==> src/rtl/clap_ctrl_pkg.sv <==
// Shared types and helpers for the clap pattern controller.
// State codes, command width and timer sizing.
package clap_ctrl_pkg;

    localparam int CMD_W = 2;

    typedef enum logic [2:0] {
        ST_OFF     = 3'd0,
        ST_WARMUP  = 3'd1,
        ST_ARMED   = 3'd2,
        ST_COLLECT = 3'd3,
        ST_EMIT    = 3'd4,
        ST_LOCKOUT = 3'd5
    } state_e;

    // Width of the one timer shared by warm-up, gap and lockout phases.
    function automatic int timer_width(input int a, input int b, input int c);
        int m;
        m = a;
        if (b > m) m = b;
        if (c > m) m = c;
        if (m < 2) return 1;
        return $clog2(m);
    endfunction

endpackage

==> src/rtl/clap_pulse_sync.sv <==
// Brings the detector clap pulse into clk_i and makes a one-cycle event.
// Two sync flops, an edge-history flop and a registered edge strobe.
module clap_pulse_sync (
    input  logic clk_i,
    input  logic rst_i,
    input  logic async_i,
    output logic pulse_o
);

    logic sync1_q;
    logic sync2_q;
    logic prev_q;
    logic pulse_q;

    // Synchronize, then strobe once per rising edge of the synced level.
    always_ff @(posedge clk_i) begin
        if (rst_i) begin
            sync1_q <= 1'b0;
            sync2_q <= 1'b0;
            prev_q  <= 1'b0;
            pulse_q <= 1'b0;
        end else begin
            sync1_q <= async_i;
            sync2_q <= sync1_q;
            prev_q  <= sync2_q;
            pulse_q <= sync2_q & ~prev_q;
        end
    end

    assign pulse_o = pulse_q;

endmodule

==> src/rtl/clap_pattern_ctrl.sv <==
// Clap pattern controller: warm-up, clap grouping, command handshake, lockout.
// Optional debug ports enabled by defining CLAP_PATTERN_CTRL_DBG_EN.
module clap_pattern_ctrl
    import clap_ctrl_pkg::*;
#(
    parameter int WARMUP_CYC  = 1_000_000,
    parameter int GAP_MAX     = 60_000_000,
    parameter int LOCKOUT_CYC = 30_000_000,
    parameter int MAX_CLAPS   = 3
) (
    input  logic             clk_i,
    input  logic             rst_i,
    input  logic             enable_i,
    input  logic             clap_pulse_i,
    output logic             det_rst_o,
    output logic             cmd_valid_o,
    output logic [CMD_W-1:0] cmd_o,
    input  logic             cmd_ready_i,
    output logic             busy_o
`ifdef CLAP_PATTERN_CTRL_DBG_EN
    ,
    output logic [2:0]       dbg_state_o,
    output logic [7:0]       dbg_drop_cnt_o
`endif
);

    localparam int TW = timer_width(WARMUP_CYC, GAP_MAX, LOCKOUT_CYC);

    localparam logic [TW-1:0]    WARM_LAST = TW'(WARMUP_CYC - 1);
    localparam logic [TW-1:0]    GAP_LAST  = TW'(GAP_MAX - 1);
    localparam logic [TW-1:0]    LOCK_LAST = TW'(LOCKOUT_CYC - 1);
    localparam logic [CMD_W-1:0] MAX_C     = CMD_W'(MAX_CLAPS);
    localparam logic [CMD_W-1:0] ONE_C     = CMD_W'(1);

    logic             clap_evt;
    state_e           state_q;
    logic [TW-1:0]    timer_q;
    logic [TW-1:0]    timer_d;
    logic [CMD_W-1:0] count_q;
    logic [CMD_W-1:0] count_d;
    logic [CMD_W-1:0] cmd_q;
    logic             valid_q;
    logic             det_rst_q;
    logic             busy_q;

    clap_pulse_sync u_sync (
        .clk_i   (clk_i),
        .rst_i   (rst_i),
        .async_i (clap_pulse_i),
        .pulse_o (clap_evt)
    );

    // Next timer value and saturating next clap count.
    always_comb begin
        timer_d = timer_q + 1'b1;
        count_d = (count_q == MAX_C) ? count_q : count_q + 1'b1;
    end

    // Main sequencer with registered outputs.
    always_ff @(posedge clk_i) begin
        if (rst_i) begin
            state_q   <= ST_OFF;
            timer_q   <= '0;
            count_q   <= '0;
            cmd_q     <= '0;
            valid_q   <= 1'b0;
            det_rst_q <= 1'b1;
            busy_q    <= 1'b0;
        end else if (!enable_i) begin
            state_q   <= ST_OFF;
            timer_q   <= '0;
            count_q   <= '0;
            cmd_q     <= '0;
            valid_q   <= 1'b0;
            det_rst_q <= 1'b1;
            busy_q    <= 1'b0;
        end else begin
            unique case (state_q)
                ST_OFF: begin
                    state_q   <= ST_WARMUP;
                    timer_q   <= '0;
                    det_rst_q <= 1'b1;
                    busy_q    <= 1'b1;
                end
                ST_WARMUP: begin
                    if (timer_q == WARM_LAST) begin
                        state_q   <= ST_ARMED;
                        timer_q   <= '0;
                        det_rst_q <= 1'b0;
                        busy_q    <= 1'b0;
                    end else begin
                        timer_q <= timer_d;
                    end
                end
                ST_ARMED: begin
                    if (clap_evt) begin
                        busy_q  <= 1'b1;
                        timer_q <= '0;
                        if (MAX_C == ONE_C) begin
                            state_q <= ST_EMIT;
                            count_q <= ONE_C;
                            cmd_q   <= ONE_C;
                            valid_q <= 1'b1;
                        end else begin
                            state_q <= ST_COLLECT;
                            count_q <= ONE_C;
                        end
                    end
                end
                ST_COLLECT: begin
                    if (clap_evt) begin
                        count_q <= count_d;
                        timer_q <= '0;
                        if (count_d == MAX_C) begin
                            state_q <= ST_EMIT;
                            cmd_q   <= MAX_C;
                            valid_q <= 1'b1;
                        end
                    end else if (timer_q == GAP_LAST) begin
                        state_q <= ST_EMIT;
                        cmd_q   <= count_q;
                        valid_q <= 1'b1;
                    end else begin
                        timer_q <= timer_d;
                    end
                end
                ST_EMIT: begin
                    if (valid_q && cmd_ready_i) begin
                        state_q <= ST_LOCKOUT;
                        valid_q <= 1'b0;
                        timer_q <= '0;
                        count_q <= '0;
                    end
                end
                ST_LOCKOUT: begin
                    if (timer_q == LOCK_LAST) begin
                        state_q <= ST_ARMED;
                        timer_q <= '0;
                        busy_q  <= 1'b0;
                    end else begin
                        timer_q <= timer_d;
                    end
                end
                default: begin
                    state_q   <= ST_OFF;
                    timer_q   <= '0;
                    count_q   <= '0;
                    valid_q   <= 1'b0;
                    det_rst_q <= 1'b1;
                    busy_q    <= 1'b0;
                end
            endcase
        end
    end

    assign det_rst_o   = det_rst_q;
    assign cmd_valid_o = valid_q;
    assign cmd_o       = cmd_q;
    assign busy_o      = busy_q;

`ifdef CLAP_PATTERN_CTRL_DBG_EN
    logic [7:0] drop_cnt_q;
    logic       drop_hit;

    assign drop_hit = clap_evt &&
                      ((state_q == ST_WARMUP) ||
                       (state_q == ST_EMIT) ||
                       (state_q == ST_LOCKOUT));

    // Saturating count of claps thrown away; survives enable toggles.
    always_ff @(posedge clk_i) begin
        if (rst_i) begin
            drop_cnt_q <= '0;
        end else if (drop_hit && (drop_cnt_q != 8'hFF)) begin
            drop_cnt_q <= drop_cnt_q + 8'd1;
        end
    end

    assign dbg_state_o    = state_q;
    assign dbg_drop_cnt_o = drop_cnt_q;
`endif

endmodule

==> config.mk <==
export PLATFORM = sky130hd
export DESIGN_NAME = clap_pattern_ctrl
export DESIGN_NICKNAME = d
export VERILOG_FILES = /design/src/rtl/clap_ctrl_pkg.sv /design/src/rtl/clap_pulse_sync.sv /design/src/rtl/clap_pattern_ctrl.sv
export SDC_FILE = /design/constraint.sdc
export NUM_CORES = 1
export LEC_CHECK = 0
export BUFFER_PORTS_ARGS = -buffer_cell sky130_fd_sc_hd__buf_4
export CORE_ASPECT_RATIO = 0.5
export CORE_MARGIN = 5
export CORE_UTILIZATION = 35
export DETAILED_ROUTE_END_ITERATION = 8
export PLACE_DENSITY = 0.5
export SETUP_SLACK_MARGIN = 0.05
export SLEW_MARGIN = 20
export SYNTH_ARGS = -nofsm -noshare
export SYNTH_HDL_FRONTEND = slang
export SYNTH_SLANG_ARGS = --single-unit
==> constraint.sdc <==
create_clock -name clk_i -period 2.7 [get_ports clk_i]
set_clock_uncertainty 0.1 [all_clocks]
set_input_delay 0.54 -clock clk_i [delete_from_list [all_inputs] [get_ports clk_i]]
set_output_delay 0.54 -clock clk_i [all_outputs]
set_load 0.01 [all_outputs]
==> flow_summary_export.csv <==
group,metric,value,unit
status,outcome,"complete, no violations",
drt,drt_pass1_iterations,4,
worst_setup_path,path_max_fanout,25,
worst_setup_path,endpoint_kind,"register",
timing,setup_viol,0,
drt,drc_errors,0,
place,place_congestion,0.812,
worst_setup_path,worst-endpoint-arrival,2580,ps
power,ir_worst_vdd,0.252,mV
timing,finalCritPeriodShare,92.9,%
synthesis,synth_ff_type,"dfxtp_1",
drt,wl_per_cell,14.7,um
synthesis,yosysWarningCount,0,
die,num_rows,19,
drt,vias_per_cell,5.45,
cells_and_area,final_cells,339,
place,port_buffers,9,
place,dp_hpwl,3590,um
timing,final-hold-violation-count,0,
clock_network,cts-buffers-inserted,5,
timing,min_period,2510,ps
cells_and_area,n_antenna_cell,0,
timing,clock.fmax,0.399,GHz
timing,rsz0062_at_grt,"false",
grt,grt_antenna_before_repair,0,
die,die_area,7620,um^2
worst_setup_path,cp.required,2780,ps
die,io_pins,10,
hold_path,hold_path_class,"register to register",
cells_and_area,synthToLayoutAreaGrowth,16.1,%
grt,grt-ovfl-total,0,
die,fp.dieH,64.3,um
power,p_leak,0.758,nW
clock_network,clk_latency,280,ps
synthesis,synth_edf_count,0,
worst_setup_path,cp_slowest_cell,"or4_4",
clock_network,holdBufCountCts,0,
synthesis,syn_inst,249,
run,drv_cap,0,
cells_and_area,drive_gt1_share,13.9,%
clock_network,cts_tree,"built",
clock_network,clk_path_buf_depth,2,
clock_network,htree_num_levels,2,
die,fp.dieW,119,um
grt,grt_pass1_wl,8360,um
worst_setup_path,start_kind,"register",
synthesis,synth_area,2060,um^2
clock_network,cts.sinks,40,
grt,grt_pass1_vias,1718,
worst_setup_path,slowest_delay,540,ps
clock_network,cts-root-buf,"clkbuf_16",
synthesis,async_flop_share,0,%
die,core-area,5590,um^2
worst_setup_path,criticalPathCategory,"register to register",
synthesis,syn_nets,255,
timing,max_slew_margin,60.5,%
synthesis,yosysSeqAreaShare,38.8,%
timing,worst_slew_pin_slew,590,ps
synthesis,avgSynthCellArea,8.28,um^2
power,p_per_area,526,nW/um^2
die,initial_core_util,36.9,%
timing,timing.final.max_slew_violations,0,
cells_and_area,final_util,42.9,%
cells_and_area,nets,271,
synthesis,synthDistinctLibCells,44,
power,power,1.26,mW
drt,ant_nets,0,
grt,gr-usage-all-layers,13.5,%
clock_network,path_clk_slew,60,ps
worst_setup_path,path_cells,"ha_2, and2_2, nand4_1, or4_4, a221o_2, o21ai_4, buf_12, nor2_1",
place,dp.cells,330,
drt,drtIter0Drc,97,
timing,totalNegativeSetupSlack,0,ps
drt,vias,1846,
grt,grt_max_degree,26,
drt,drt-total-wl,4970,um
synthesis,synth_seq_cells,40,
==> cells by family after synthesis <==
family | share of synthesized area [%]
DFF | 38.8
buffers and inverters | 3.70
AOI/OAI and AO/OA | 10.9
xor gates and xnor gates | 10.2
adders and majority gates | 0.607
and+or+nand+nor | 35.7
==> where the power goes <==
group / switching [mW] / internal (mW)
registers: 0.00800 / 0.596
logic: 0.0321 / 0.0229
clock network: 0.237 / 0.364
==> cells in the mapped netlist (2+ instances only) <==
cell type | n | area (um^2)
a21oi_1 | 12 | 60.1
and2_1 | 2 | 12.5
and3_1 | 6 | 37.5
buf_6 | 3 | 33.8
clkbuf_1 | 5 | 18.8
dfxtp_1 | 40 | 801
inv_1 | 5 | 18.8
nand2_1 | 17 | 63.8
nand2b_1 | 4 | 25.0
nand3_1 | 14 | 70.1
nand4_1 | 7 | 43.8
nor2_1 | 36 | 135
nor2b_1 | 6 | 37.5
nor3_1 | 13 | 65.1
nor3b_1 | 2 | 15.0
nor4_1 | 11 | 68.8
nor4b_1 | 4 | 35.0
nor4bb_1 | 2 | 20.0
o211ai_1 | 2 | 15.0
o21ai_0 | 11 | 55.1
or3_1 | 2 | 12.5
xnor2_1 | 23 | 201
==> sequential cells by signal, summed over array words and instances, names as in the netlist, 2 cells and up <==
register,cells
timer_q,26
cmd_o,2
count_q,2
state_q,3
==> per-layer routing <==
layer,up-vias,share of wire (%),global-route usage [%]
li1,923,-,-
met1,862,53,19.3
met2,53,40,18.8
met3,8,6.0,4.32
met4,0,1.1,4.67
met5,-,0,0
==> worst max-delay path: cells and delay by family (launching register included) <==
family                     cells  cell delay, ps
and+or+nand+nor                4             930
AOI/OAI and AO/OA              2             590
DFF                            1             370
adders and majority gates      1             220
buffers and inverters          1             190
==> layout make-up <==
class / count / area, um^2
clock buffers: 6 / 139
clock inverters: 2 / 10.0
fillers: 561 / 3190
inverters: 5 / 18.8
multi-input cells: 195 / 1190
flip-flops and latches: 40 / 801
well taps: 73 / 91.3
repair buffers: 18 / 148
==> final timing paths <==
| path | startpoint | endpoint | slack, ps | depth (start not counted) |
|---|---|---|---|---|
| worst min register to register | u_sync.prev_q$_SDFF_PP0_ | u_sync.pulse_o$_SDFF_PP0_ | 280 | 1 |
| worst min-delay path | u_sync.prev_q$_SDFF_PP0_ | u_sync.pulse_o$_SDFF_PP0_ | 280 | 1 |
| worst max register to register | timer_q[0]$_SDFFE_PP0P_ | timer_q[10]$_SDFFE_PP0P_ | 190 | 8 |
| worst max-delay path | timer_q[0]$_SDFFE_PP0P_ | timer_q[10]$_SDFFE_PP0P_ | 190 | 8 |
==> placed cells by master (no fill, tap or decap), types with 2 or more instances in the layout <==
| master | instances |
|---|---|
| a21oi_1 | 12 |
| and2_1 | 2 |
| and3_1 | 6 |
| buf_4 | 17 |
| clkbuf_16 | 5 |
| clkinv_2 | 2 |
| dfxtp_1 | 40 |
| inv_1 | 5 |
| nand2_1 | 17 |
| nand2b_1 | 4 |
| nand3_1 | 14 |
| nand4_1 | 7 |
| nor2_1 | 36 |
| nor2b_1 | 6 |
| nor3_1 | 13 |
| nor3b_1 | 2 |
| nor4_1 | 11 |
| nor4b_1 | 4 |
| nor4bb_1 | 2 |
| o211ai_1 | 2 |
| o21ai_0 | 11 |
| or3_1 | 2 |
| xnor2_1 | 23 |
==> timing repair <==
action,in CTS,in global routing
gates resized for setup,0,1
setup buffers,0,1
endpoints found under the setup margin,0,25
==> metrics by stage <==
| stage | cell area [um^2] | setup WS, ps | hold slack [ps] |
|---|---|---|---|
| 2_1_floorplan | 2060 | 377 | 267 |
| 3_3_place_gp | 2240 | 209 | 274 |
| 3_5_place_dp | 2240 | 168 | 279 |
| 4_1_cts | 2380 | 158 | 287 |
| 5_1_grt | 2390 | 58.3 | 297 |
| 6_report | 2390 | 191 | 282 |
No activity file was read; power rests on OpenSTA's default activity.
